`src/rtl/nlp_btb.sv`:
```
// Next-line predictor: direct-mapped BTB with 2-bit bimodal counters, indexed by fetch PC.
// Returns per-slot hit/taken/target/counter for a 2-wide fetch group one cycle after lookup.

module nlp_btb_slot #(
    parameter int IDX_W = 6,
    parameter int TAG_W = 10
) (
    input  logic [31:0]      pc,
    output logic [IDX_W-1:0] idx,
    input  logic             ent_valid,
    input  logic [TAG_W-1:0] ent_tag,
    input  logic [31:0]      ent_target,
    input  logic [1:0]       ent_bim,
    output logic             hit,
    output logic             taken,
    output logic [31:0]      target,
    output logic [1:0]       bim
);
    logic unused_pc;
    assign unused_pc = ^{pc[1:0], pc[31:IDX_W+2+TAG_W]};

    assign idx    = pc[IDX_W+1:2];
    assign hit    = ent_valid && (ent_tag == pc[IDX_W+2 +: TAG_W]);
    assign taken  = hit && ent_bim[1];
    assign target = hit ? ent_target : 32'd0;
    assign bim    = hit ? ent_bim : 2'b00;
endmodule

module nlp_btb #(
    parameter int IDX_W = 6,
    parameter int TAG_W = 10
) (
    input  logic        clk,
    input  logic        rst,
    input  logic        lookup_valid,
    input  logic [31:0] lookup_pc,
    input  logic        stall,
    input  logic        flush,
    output logic        resp_valid,
    output logic        resp0_valid,
    output logic        resp0_taken,
    output logic [31:0] resp0_target,
    output logic [1:0]  resp0_bim,
    output logic        resp1_valid,
    output logic        resp1_taken,
    output logic [31:0] resp1_target,
    output logic [1:0]  resp1_bim,
    input  logic        upd_valid,
    input  logic [31:0] upd_pc,
    input  logic [31:0] upd_target,
    input  logic [1:0]  upd_bim_state,
    input  logic        upd_should_take
);
    localparam int ENTRIES = 2 ** IDX_W;
    localparam int SLOTS   = 2;

    logic [ENTRIES-1:0]            vld_mem;
    logic [ENTRIES-1:0][TAG_W-1:0] tag_mem;
    logic [ENTRIES-1:0][31:0]      tgt_mem;
    logic [ENTRIES-1:0][1:0]       bim_mem;

    // Per-slot combinational read
    logic [SLOTS-1:0][IDX_W-1:0] rd_idx;
    logic [SLOTS-1:0]            rd_hit, rd_taken;
    logic [SLOTS-1:0][31:0]      rd_target;
    logic [SLOTS-1:0][1:0]       rd_bim;

    for (genvar s = 0; s < SLOTS; s++) begin : g_slot
        logic [31:0] slot_pc;
        assign slot_pc = lookup_pc + 32'(s) * 32'd4;

        nlp_btb_slot #(.IDX_W(IDX_W), .TAG_W(TAG_W)) u_slot (
            .pc         (slot_pc),
            .idx        (rd_idx[s]),
            .ent_valid  (vld_mem[rd_idx[s]]),
            .ent_tag    (tag_mem[rd_idx[s]]),
            .ent_target (tgt_mem[rd_idx[s]]),
            .ent_bim    (bim_mem[rd_idx[s]]),
            .hit        (rd_hit[s]),
            .taken      (rd_taken[s]),
            .target     (rd_target[s]),
            .bim        (rd_bim[s])
        );
    end

    // Response registers
    logic                   rv;
    logic [SLOTS-1:0]       rh, rt;
    logic [SLOTS-1:0][31:0] rtgt;
    logic [SLOTS-1:0][1:0]  rbim;

    always_ff @(posedge clk or posedge rst) begin
        if (rst) begin
            rv   <= 1'b0;
            rh   <= '0;
            rt   <= '0;
            rtgt <= '0;
            rbim <= '0;
        end else if (flush) begin
            rv   <= 1'b0;
            rh   <= '0;
            rt   <= '0;
            rtgt <= '0;
            rbim <= '0;
        end else if (!stall) begin
            rv   <= lookup_valid;
            rh   <= lookup_valid ? rd_hit    : '0;
            rt   <= lookup_valid ? rd_taken  : '0;
            rtgt <= lookup_valid ? rd_target : '0;
            rbim <= lookup_valid ? rd_bim    : '0;
        end
    end

    assign resp_valid   = rv;
    assign resp0_valid  = rh[0];
    assign resp0_taken  = rt[0];
    assign resp0_target = rtgt[0];
    assign resp0_bim    = rbim[0];
    assign resp1_valid  = rh[1];
    assign resp1_taken  = rt[1];
    assign resp1_target = rtgt[1];
    assign resp1_bim    = rbim[1];

    // Training: counter always derived from the snapshot carried with the prediction
    logic [IDX_W-1:0] upd_idx;
    logic [TAG_W-1:0] upd_tag;
    logic             upd_hit, we_alloc, we_tgt, we_bim;
    logic [1:0]       new_bim;
    logic             unused_upd;

    assign unused_upd = ^{upd_pc[1:0], upd_pc[31:IDX_W+2+TAG_W]};
    assign upd_idx    = upd_pc[IDX_W+1:2];
    assign upd_tag    = upd_pc[IDX_W+2 +: TAG_W];
    assign upd_hit    = vld_mem[upd_idx] && (tag_mem[upd_idx] == upd_tag);
    assign we_alloc   = upd_valid && !upd_hit && upd_should_take;
    assign we_tgt     = upd_valid && upd_should_take;
    assign we_bim     = upd_valid && (upd_hit || upd_should_take);

    always_comb begin
        new_bim = upd_bim_state;
        if (upd_should_take) begin
            if (upd_bim_state != 2'b11) new_bim = upd_bim_state + 2'b01;
        end else begin
            if (upd_bim_state != 2'b00) new_bim = upd_bim_state - 2'b01;
        end
    end

    always_ff @(posedge clk or posedge rst) begin
        if (rst)           vld_mem <= '0;
        else if (we_alloc) vld_mem[upd_idx] <= 1'b1;
    end

    always_ff @(posedge clk) begin
        if (we_alloc) tag_mem[upd_idx] <= upd_tag;
        if (we_tgt)   tgt_mem[upd_idx] <= upd_target;
        if (we_bim)   bim_mem[upd_idx] <= new_bim;
    end
endmodule

```
`config.mk`:
```
export PLATFORM = sky130hd
export DESIGN_NAME = nlp_btb
export DESIGN_NICKNAME = d
export VERILOG_FILES = /design/src/rtl/nlp_btb.sv
export SDC_FILE = /design/constraint.sdc
export NUM_CORES = 2
export LEC_CHECK = 0
export ABC_AREA = 0
export CAP_MARGIN = 20
export CORE_UTILIZATION = 40
export DETAILED_ROUTE_END_ITERATION = 6
export PLACE_DENSITY_LB_ADDON = 0.25
export SLEW_MARGIN = 5
export SYNTH_ARGS = -nofsm -noshare
export SYNTH_HDL_FRONTEND = slang
export SYNTH_SLANG_ARGS = --single-unit
```
`constraint.sdc`:
```
create_clock -name clk -period 5.8 [get_ports clk]
set_clock_uncertainty 0.1 [all_clocks]
set_input_delay 1.45 -clock clk [delete_from_list [all_inputs] [get_ports clk]]
set_output_delay 1.45 -clock clk [all_outputs]
set_load 0.01 [all_outputs]
```
==> out/results.tsv <==
stage	metric	value	unit
status	status	finished with violations	
status	violations	design-rule violations	
power	powerDensity	301	nW/um^2
setup_path	cp-start-kind	input pin	
hold_path	hold_start	resp1_target[20]	
routing	ant_nets	0	
sta	maxSlewViolCount	0	
hold_path	hold_path_end	resp1_target[20]	
layout	fillerInstances	29400	
sta	hold_slack	0.381	ns
synthesis	syn_inst	6923	
synthesis	synth_edf_count	2816	
floorplan	num_rows	219	
synthesis	synth_area_per_cell	20.6	um^2
clock_tree	cts_made_buffers	336	
routing	routed_wl	499000	um
setup_path	r2r_cells	13	
placed_design	place_hpwl	303000	um
sta	slew_headroom	0.242	
layout	drive_gt1_frac	0.425	
layout	stdcell_count	12500	
synthesis	synth.largest_area_cell	edfxtp_1	
floorplan	die_area	360000	um^2
synthesis	yosys_warnings	0	
synthesis	netlist_top_cells_area	edfxtp_1 (59%), mux4_2 (29%), dfrtp_1 (2.4%), mux2i_1 (1.2%), buf_2 (0.82%)	
clock_tree	cts_resized	0	
setup_path	crit_type	input pin to register	
power	peakVddDrop	270	uV
layout	nets	7523	
synthesis	synth_nets	7029	
setup_path	cp_max_fo	18	
routing	drcViolationCount	29	
grt	grt_util_all_layers	0.275	
sta	finalCriticalPeriod	5.39	ns
sta	final_hold_viol_count	0	
setup_path	worst_setup_path_end_kind	register	
sta	tightest_slew	1.14	ns
grt	grt_pass1_vias	84400	
synthesis	syn_area	143000	um^2
sta	setup_viol	0	
clock_tree	cts_tree	yes	
setup_path	r2r_start	tag_mem[613]	
floorplan	initial_core_util	0.402	
clock_tree	hold_buffers	0	
synthesis	yosys.cell_count.top_type	edfxtp_1	
synthesis	yosysSeqAreaShare	0.615	
hold_path	hold_depth	2	
synthesis	synthDistinctLibCells	81	
synthesis	synth_top_area_frac	0.592	
clock_tree	cts.sinks	2951	
routing	drtIter0Drc	13100	
sta	post-route-period-util	0.929	
grt	grt_pass1_wl	685000	um
power	finalPower	50200	uW
power	p_leak	0.0530	uW
clock_tree	cts_max_level	5	
floorplan	die_y	600	um
routing	via_per_inst	6.77	
setup_path	r2r_slack	1.22	ns
clock_tree	cts-root-buf	clkbuf_16	
grt	grt_max_degree	131	
floorplan	die_x	600	um
floorplan	num_io_pins	178	
hold_path	hp-class	register to register	
routing	drt-pass1-iter-count	7	
clock_tree	path_clk_slew	0.06	ns
clock_tree	clk-insertion-delay-late	0.97	ns
placed_design	portBuffers	145	
clock_tree	clock_path_buffers	4	
sta	rsz0062_at_grt	no	
setup_path	critPathRequiredTime	6.36	ns
synthesis	synthTopCellsByCount	edfxtp_1 (2816), mux4_2 (1865), buf_2 (233)	
routing	wire_per_inst	40.1	um
setup_path	crit_arrival	5.95	ns
sta	fmax	186	MHz
floorplan	core	356000	um^2
synthesis	ys_ff_latch	2951	
placed_design	placedCellCount	11800	
clock_tree	cts_setup_buffers	0	
placed_design	gp_congestion	0.951	
run	max-cap-violations	0	
grt	gr-total-overflow	0	
synthesis	ys.flop_type	edfxtp_1	
setup_path	r2r_end	tag_mem[88]	
routing	vias	84400	
grt	antenna_found_initial	23	
synthesis	async_reset_ff_frac	0.0457	
layout	syn2layout_area_growth	16.7	%
-- critical path, stage by stage --
cell and delay (ns):
clkbuf_8 0.23, buf_4 0.24, and2_1 0.36, buf_4 0.26
a22oi_1 0.14, o2bb2ai_1 0.17, a211oi_1 0.86, buf_4 0.24
nand4b_1 0.28, xnor2_1 0.24, o2111ai_1 0.22, nor3_2 0.37
buf_4 0.29, buf_12 0.22, nor3_2 0.10, buf_12 0.22
-- state kept, by name (all words and copies together) (netlist names), 2 cells and up --
register,count
rt,2
rh,2
tgt_mem,2048
resp1_target,32
tag_mem,640
vld_mem,64
bim_mem,128
resp0_target,32
-- cell families after synthesis --
| family | count (synthesis) | share of synthesized area |
|---|---|---|
| flip-flops | 2951 | 0.615 |
| buffers and inverters | 686 | 0.0221 |
| multiplexers | 2098 | 0.311 |
| AND/OR/NAND/NOR | 594 | 0.0204 |
| AO/OA/AOI/OAI | 550 | 0.0287 |
| adder cells (fa/ha/maj) | 3 | 0.000228 |
| XOR/XNOR | 41 | 0.00256 |
-- worst max path at each step --
stage              start           end  slack, ns  depth (start not counted)
5_1_grt        upd_pc[2]   tag_mem[88]       0.44                         16
6_report       upd_pc[2]   tag_mem[88]       0.41                         16
2_1_floorplan  upd_pc[2]  tag_mem[100]       0.55                         13
3_5_place_dp   upd_pc[2]   tag_mem[84]      -0.22                         16
4_1_cts        upd_pc[2]   tag_mem[88]       0.73                         16
3_3_place_gp   upd_pc[2]  tag_mem[341]      -0.34                         14
-- per-stage QoR --
stage               setup WS, ns  instance area (um^2)  TNS (ns)  utilization
floorplan                  0.549                143000         0            -
global placement          -0.345                156000   -101.06        0.438
detailed placement        -0.223                156000   -108.50        0.438
CTS                        0.730                167000         0        0.469
global route               0.440                167000         0        0.469
finish                     0.415                167000         0        0.469
-- area by class of cell --
type,instances,area (um^2),area share
inverters,75,302,0.00181
well taps,4751,5940,0.0356
clock inverters,201,2010,0.0120
multi-input cells,3286,52800,0.316
flip-flops and latches,2951,87900,0.527
diodes,12,30.0,0.000180
repair buffers,767,8890,0.0533
clock buffers,418,8970,0.0537
-- layout by cell type, fill, tap and decap left out, drive strengths merged, types with 31 or more instances in the layout --
master / instances
clkinv: 146
buf: 666
edfxtp: 2816
o31ai: 67
mux2: 67
inv: 86
mux2i: 166
a21oi: 37
and3: 71
nand2: 194
nor2: 110
nor3: 76
a22oi: 58
o21ai: 83
bufinv: 34
mux4: 1865
dfrtp: 135
a22o: 56
a221oi: 59
o22ai: 43
xnor2: 31
clkdlybuf4s50: 97
clkbuf: 422
-- power by group --
part	total [uW]	switching, uW	internal (uW)	leakage (uW)
Sequential	23500	38.5	23400	0.0269
Clock	21400	8880	12500	0.00538
Combinational	5330	3000	2330	0.0208
-- per-layer routing --
| layer | share of wire | GRT usage |
|---|---|---|
| met5 | 0 | 0 |
| met4 | 0.055 | 0.134 |
| met3 | 0.10 | 0.0555 |
| met2 | 0.47 | 0.428 |
| met1 | 0.38 | 0.372 |
Note: power is estimated with default switching activity, not from simulation.
